`src/rtl/sonar_scan_ctrl.sv`:
```
// -----------------------------------------------------------------------------
// sonar_scan_ctrl
//
// Sequencer for a sweeping sonar. At each servo position it starts a distance
// measurement, sends the result over the serial link, waits for a fixed
// interval and then steps the servo. The servo sweeps back and forth across
// the positions 0..7.
//
// Parameters
//   INTERVALO  clock cycles spent waiting between positions
//   TIMEOUT    max clock cycles to wait for fim_medida before flagging an error
//
// Ports
//   clock            system clock; all state changes on the rising edge
//   reset            asynchronous reset, active low
//   ligar            level enable; 1 = keep scanning
//   fim_medida       1-cycle pulse: measurement finished
//   fim_transmissao  1-cycle pulse: serial transmission finished
//   medir            1-cycle pulse: start a measurement
//   transmitir       1-cycle pulse: start a transmission
//   posicao          current servo position index (0..7)
//   fim_posicao      1-cycle pulse when posicao first shows a sweep end (7 or 0)
//   erro_medida      1 = last measurement timed out; held until the next success
//   db_estado        current state encoding, for debug
//
// Every output comes straight from a flop or from a decode of the state flop,
// so there is no combinational path from any input to any output.
// -----------------------------------------------------------------------------
module sonar_scan_ctrl #(
   parameter int unsigned INTERVALO = 50000000,
   parameter int unsigned TIMEOUT   = 2000000
) (
   input  logic       clock,
   input  logic       reset,
   input  logic       ligar,
   input  logic       fim_medida,
   input  logic       fim_transmissao,
   output logic       medir,
   output logic       transmitir,
   output logic [2:0] posicao,
   output logic       fim_posicao,
   output logic       erro_medida,
   output logic [3:0] db_estado
);

   // Each counter only has to reach PARAM-1, and it stops there, so it never
   // wraps during one visit to its state.
   localparam int unsigned TO_W = (TIMEOUT   > 1) ? $clog2(TIMEOUT)   : 1;
   localparam int unsigned IV_W = (INTERVALO > 1) ? $clog2(INTERVALO) : 1;
   localparam logic [TO_W-1:0] TO_LAST = TO_W'(TIMEOUT - 1);
   localparam logic [IV_W-1:0] IV_LAST = IV_W'(INTERVALO - 1);

   typedef enum logic [3:0] {
      INICIAL        = 4'd0,
      PREPARA        = 4'd1,
      MEDE           = 4'd2,
      AGUARDA_MEDIDA = 4'd3,
      TRANSMITE      = 4'd4,
      AGUARDA_TX     = 4'd5,
      ESPERA         = 4'd6,
      AVANCA         = 4'd7
   } state_t;

   state_t          state_q,   state_d;
   logic [TO_W-1:0] to_cnt_q,  to_cnt_d;
   logic [IV_W-1:0] iv_cnt_q,  iv_cnt_d;
   logic [2:0]      pos_q,     pos_d;
   logic            dir_q,     dir_d;      // 0 = counting up, 1 = counting down
   logic            fim_pos_q, fim_pos_d;
   logic            erro_q,    erro_d;
   logic [2:0]      pos_step;

   // The next position, one step in the current direction
   assign pos_step = dir_q ? (pos_q - 3'd1) : (pos_q + 3'd1);

   // -------------------------------------------------------------------------
   // State and datapath registers
   // -------------------------------------------------------------------------
   always_ff @(posedge clock or negedge reset) begin
      if (!reset) begin
         state_q   <= INICIAL;
         to_cnt_q  <= '0;
         iv_cnt_q  <= '0;
         pos_q     <= 3'd0;
         dir_q     <= 1'b0;
         fim_pos_q <= 1'b0;
         erro_q    <= 1'b0;
      end else begin
         state_q   <= state_d;
         to_cnt_q  <= to_cnt_d;
         iv_cnt_q  <= iv_cnt_d;
         pos_q     <= pos_d;
         dir_q     <= dir_d;
         fim_pos_q <= fim_pos_d;
         erro_q    <= erro_d;
      end
   end

   // -------------------------------------------------------------------------
   // Next-state logic
   // -------------------------------------------------------------------------
   always_comb begin
      state_d   = state_q;
      to_cnt_d  = to_cnt_q;
      iv_cnt_d  = iv_cnt_q;
      pos_d     = pos_q;
      dir_d     = dir_q;
      fim_pos_d = 1'b0;        // pulse: high for exactly one cycle
      erro_d    = erro_q;

      case (state_q)
         INICIAL: begin
            if (ligar) state_d = PREPARA;
         end

         PREPARA: begin
            to_cnt_d = '0;
            iv_cnt_d = '0;
            state_d  = MEDE;
         end

         MEDE: begin
            state_d = AGUARDA_MEDIDA;
         end

         AGUARDA_MEDIDA: begin
            // fim_medida is checked first, so it wins over a timeout that
            // happens in the same cycle.
            if (fim_medida) begin
               erro_d  = 1'b0;
               state_d = TRANSMITE;
            end else if (to_cnt_q == TO_LAST) begin
               erro_d  = 1'b1;
               state_d = TRANSMITE;
            end else begin
               to_cnt_d = to_cnt_q + TO_W'(1);
            end
         end

         TRANSMITE: begin
            state_d = AGUARDA_TX;
         end

         AGUARDA_TX: begin
            if (fim_transmissao) state_d = ESPERA;
         end

         ESPERA: begin
            if (iv_cnt_q == IV_LAST) state_d = AVANCA;
            else                     iv_cnt_d = iv_cnt_q + IV_W'(1);
         end

         AVANCA: begin
            pos_d = pos_step;
            // Turn around at the ends. fim_pos is registered together with
            // pos, so both show up in the same cycle.
            if (pos_step == 3'd7) begin
               dir_d     = 1'b1;
               fim_pos_d = 1'b1;
            end else if (pos_step == 3'd0) begin
               dir_d     = 1'b0;
               fim_pos_d = 1'b1;
            end
            // ligar is only looked at here, so dropping it in the middle of a
            // position still lets that position finish.
            state_d = ligar ? PREPARA : INICIAL;
         end

         default: begin
            state_d = INICIAL;
         end
      endcase
   end

   // -------------------------------------------------------------------------
   // Outputs, all taken from registered state
   // -------------------------------------------------------------------------
   assign medir       = (state_q == MEDE);
   assign transmitir  = (state_q == TRANSMITE);
   assign posicao     = pos_q;
   assign fim_posicao = fim_pos_q;
   assign erro_medida = erro_q;
   assign db_estado   = state_q;

endmodule
```
`config.mk`:
```
export PLATFORM = sky130hd
export DESIGN_NAME = sonar_scan_ctrl
export DESIGN_NICKNAME = d
export VERILOG_FILES = /design/src/rtl/sonar_scan_ctrl.sv
export SDC_FILE = /design/constraint.sdc
export NUM_CORES = 1
export LEC_CHECK = 0
export CAP_MARGIN = 20
export CORE_MARGIN = 1
export CORE_UTILIZATION = 55
export CTS_BUF_LIST = sky130_fd_sc_hd__clkbuf_8
export CTS_CLUSTER_SIZE = 20
export DETAILED_ROUTE_END_ITERATION = 6
export GPL_ROUTABILITY_DRIVEN = 0
export PLACE_DENSITY = 0.74
export SLEW_MARGIN = 5
export SYNTH_ARGS = -nofsm -noshare
export SYNTH_HDL_FRONTEND = slang
export SYNTH_SLANG_ARGS = --single-unit
```
`constraint.sdc`:
```
create_clock -name clock -period 3.24 [get_ports clock]
set_input_delay 0.648 -clock clock [delete_from_list [all_inputs] [get_ports clock]]
set_output_delay 0.648 -clock clock [all_outputs]
set_load 0.02 [all_outputs]
```
==> implementation parameters <==
Parameter                              Value

Routing
  Length of the first detailed-routing pass in iterations ... 4
  Detailed router's first-iteration violation count ... 119
  Total DRC errors in the routed layout ... 0
  Routed wire length ... 6.93 mm
  Per-cell routed wire length ... 15.8 um
  Number of vias after detailed routing ... 2725
  Post-detailed-route count of antenna-violating nets ... 0
  Vias per std cell ... 6.21

GRT
  Via count of the first global-routing pass ... 2527
  Overall Global Routing Usage ... 24.3%
  Largest net degree at the start of global routing ... 35
  Wire length of the first global-routing pass ... 11.8 mm
  Overflow after GRT ... 0
  Number of antenna violations at the first check in global routing ... 0

Finish
  Share of cells above drive strength 1 ... 6.54%
  Post-synthesis to final-layout area growth ... 8.96%
  Filler Cells Inserted ... 492
  Net count reported at finish ... 377
  Fraction of the core area covered by cells at the end of the flow ... 63.0%
  Antenna diodes ... 0

STA
  Max frequency ... 413 MHz
  Setup violators final ... 0
  Post-Route Skew ... 0.0159 ns
  Shortest period the worst path allows ... 2.42 ns
  Portion of the clock cycle consumed by the worst path in the final layout ... 74.7%
  Unrepaired setup endpoints after global routing ... false
  Hold violation count in the final report ... 0
  Total negative setup slack ... 0 ns
  Slew Viols, Final ... 0
  Worst slew margin relative to its limit ... 51.7%
  Pin slew with the least headroom to its limit ... 0.722 ns

Power and ir drop
  Cell Int Power ... 0.00132 W
  Static power due to leakage ... 1.49 nW
  Part of the total power dissipated in the clock network ... 18.4%
  Pwr/cell area ... 645 nW/um^2
  IR Drop Worst-Case VDD ... 0.436 mV
  Power spent charging and discharging nets ... 0.000963 W
  Power share of the combinational group ... 37.3%
  Reg power frac ... 44.3%
  Switching part of the total ... 42.3%

Clock network
  Hold buffer count at CTS ... 0
  # Post-CTS Setup Buffers ... 0
  Number of H-tree levels ... 2
  Clock tree from TritonCTS ... done
  Clock-pin slew of the registers on the worst-case setup and hold paths ... 0.12 ns
  Number of sinks driven by the clock tree ... 56
  Number of buffers on the longest clock path ... 2
  Inserted Clock Buffers ... 5
  Clock Tree Root ... sky130_fd_sc_hd__clkbuf_8
  Clock latency on the worst-skew pair ... 0.33 ns
  Number of gates resized after cts ... 0

Synthesis
  Dominant combinational cell family by area after synthesis ... simple AND/OR/NAND/NOR gates
  Area share of the largest cell type after synthesis ... 43.2%
  Synthesis Warnings ... 0
  Number of flops mapped to enable cells by yosys ... 0
  Register area share after synthesis ... 43.2%
  Mean instance size in the synthesized netlist ... 9.10 sq um
  Yosys top cell by area ... sky130_fd_sc_hd__dfrtp_1
  Top cells by area, synth ... sky130_fd_sc_hd__dfrtp_1, sky130_fd_sc_hd__nand2_1, sky130_fd_sc_hd__nand3_1
  Simple logic cell fraction of the synthesized area ... 27.8%
  Post-Syn Nets ... 367
  Synth Register Bits ... 56
  Number of instances in the synthesized netlist ... 356
  Share of synthesized cell area in full adder, half adder and majority cells ... 2.55%
  Unique masters post-synth ... 61
  Post-synthesis share of cell area spent on xor and xnor gates ... 3.51%
  Multiplexer area fraction after synthesis ... 3.75%
  Synthesized area ... 3240 sq um
  Area fraction in compound gates after synthesis ... 15.8%
  Ys flop type ... sky130_fd_sc_hd__dfrtp_1
  Async set-or-reset flop fraction in the synthesized netlist ... 100%

Worst setup path
  Maximum fanout count along the critical path ... 14
  Buffers & Inverters on Critical Path ... 1
  Path type of the worst setup path ... flip-flop to primary output
  Endpoint of the lowest-slack register-to-register path ... iv_cnt_q[0]
  Crit-path cells ... nor3_1 > clkdlybuf4s50_1
  R2R depth ... 5
  Cell family with most CP delay ... buffers and inverters
  Longest individual stage delay on the worst path ... 0.65 ns
  Slowest cell on the critical path ... sky130_fd_sc_hd__clkdlybuf4s50_1
  Register-to-Register Setup Slack ... 0.97 ns
  Critical R2R Launch ... iv_cnt_q[11]
  Type of origin of the critical path ... flip-flop
  Worst Path Arrival ... 1.77 ns
  Required time at the worst-slack endpoint ... 2.59 ns
  Worst Setup End Kind ... primary output

Die
  Core box area ... 5610 sq um
  Num ports ... 16
  Standard-cell row count ... 27
  Horizontal die dimension ... 78.8 um
  DIE AREA ... 6200 sq um
  Initial standard-cell utilization of the core ... 57.8%
  Vert. Die Dim ... 78.8 um

Hold path
  Worst min-delay path category ... input port to asynchronous set/reset pin

Outcome
  Status ... complete, no violations

Place
  Input/output buffers ... 14
  Dpl hpwl ... 4.76 mm

Flow run
  Max-cap violations ... 0
-- power by group through the flow --
stage                     clock [W]  combinational [W]  sequential, W
after global routing       0.000453           0.000944        0.00104
final                      0.000418           0.000851        0.00101
after detailed placement          0           0.000857        0.00102
after CTS                  0.000433           0.000858        0.00101
after floorplan                   0           0.000602       0.000998
after global placement            0           0.000835        0.00101
-- synth_stat cells, types with 2 or more instances --
cell type,count
sky130_fd_sc_hd__and4_1,3
sky130_fd_sc_hd__and2_1,2
sky130_fd_sc_hd__buf_2,4
sky130_fd_sc_hd__nand4b_1,2
sky130_fd_sc_hd__or3_1,3
sky130_fd_sc_hd__nor3_1,12
sky130_fd_sc_hd__a211o_1,4
sky130_fd_sc_hd__xor2_1,9
sky130_fd_sc_hd__nand3b_1,3
sky130_fd_sc_hd__o31ai_1,6
sky130_fd_sc_hd__xnor2_1,4
sky130_fd_sc_hd__nand3_1,24
sky130_fd_sc_hd__dfrtp_1,56
sky130_fd_sc_hd__or4_1,4
sky130_fd_sc_hd__nor4_1,7
sky130_fd_sc_hd__or4_4,2
sky130_fd_sc_hd__mux2i_1,11
sky130_fd_sc_hd__o211ai_1,9
sky130_fd_sc_hd__clkbuf_1,11
sky130_fd_sc_hd__nand2b_1,2
sky130_fd_sc_hd__nor3_2,2
sky130_fd_sc_hd__nand2_1,45
sky130_fd_sc_hd__inv_1,10
sky130_fd_sc_hd__a21oi_1,11
sky130_fd_sc_hd__o311ai_1,2
sky130_fd_sc_hd__or4b_1,2
sky130_fd_sc_hd__a31oi_1,7
sky130_fd_sc_hd__nor2_1,23
sky130_fd_sc_hd__and3_1,8
sky130_fd_sc_hd__ha_1,5
sky130_fd_sc_hd__o21ai_0,18
sky130_fd_sc_hd__nand4_1,16
-- layout by cell type (no fill, tap or decap), types with 9 or more instances in the layout --
cell,count
sky130_fd_sc_hd__dfrtp_1,56
sky130_fd_sc_hd__nand2_1,45
sky130_fd_sc_hd__nand3_1,24
sky130_fd_sc_hd__nor2_1,23
sky130_fd_sc_hd__o21ai_0,18
sky130_fd_sc_hd__nand4_1,16
sky130_fd_sc_hd__clkdlybuf4s50_1,13
sky130_fd_sc_hd__nor3_1,12
sky130_fd_sc_hd__mux2i_1,11
sky130_fd_sc_hd__a21oi_1,11
sky130_fd_sc_hd__inv_1,10
sky130_fd_sc_hd__xor2_1,9
sky130_fd_sc_hd__o211ai_1,9
-- cells by family (layout without fill, tap and decap cells) --
kind of cell	Yosys count	after routing
buf+inv	26	37
xor+xnor	13	13
simple gates	168	168
fa+ha+maj	6	6
other cells	1	1
flops	56	56
mux	12	12
compound gates	74	74
-- area by class of cell --
class	count	area (sq um)	share of cell area (%)
multi-input combinational	274	1730	49.1
sequential	56	1400	39.7
timing repair buffer	19	173	4.89
tap	72	90.1	2.55
clock buffer	5	68.8	1.95
inverter	10	37.5	1.06
clock inverter	3	27.5	0.780
-- sequential cells by signal (all words and copies together), names as in the netlist --
signal	count
dir_q	1
db_estado	3
iv_cnt_q	26
to_cnt_q	21
fim_posicao	1
posicao	3
erro_medida	1
-- stage by stage --
step | cells | worst slack (ns) | instance area, sq um | hold slack (ns) | power [W]
2_1_floorplan | 356 | 1.06 | 3240 | 0.352 | 0.00160
3_3_place_gp | 431 | 0.920 | 3430 | 0.466 | 0.00185
3_5_place_dp | 431 | 0.854 | 3430 | 0.480 | 0.00188
4_1_cts | 439 | 0.797 | 3530 | 0.301 | 0.00230
5_1_grt | 439 | 0.734 | 3530 | 0.329 | 0.00243
6_report | 439 | 0.819 | 3530 | 0.276 | 0.00228
-- routing by layer --
metal	vias to the layer above	GRT usage [%]	wire (um)
met5	-	0	0
met4	0	9.07	108
met3	10	3.45	192
met2	39	40.9	3390
met1	1334	31.7	3240
li1	1342	-	-
-- how the worst max path moves through the flow --
stage            startpoint            to  slack, ns  depth (start not counted)
2_1_floorplan  db_estado[1]         medir       1.06                          4
5_1_grt        db_estado[0]         medir       0.73                          2
3_5_place_dp     fim_medida  to_cnt_q[20]       0.85                          5
4_1_cts        db_estado[0]         medir       0.80                          2
6_report       db_estado[0]         medir       0.82                          2
3_3_place_gp     fim_medida  to_cnt_q[20]       0.92                          5
No activity file was read; power rests on OpenSTA's default activity.
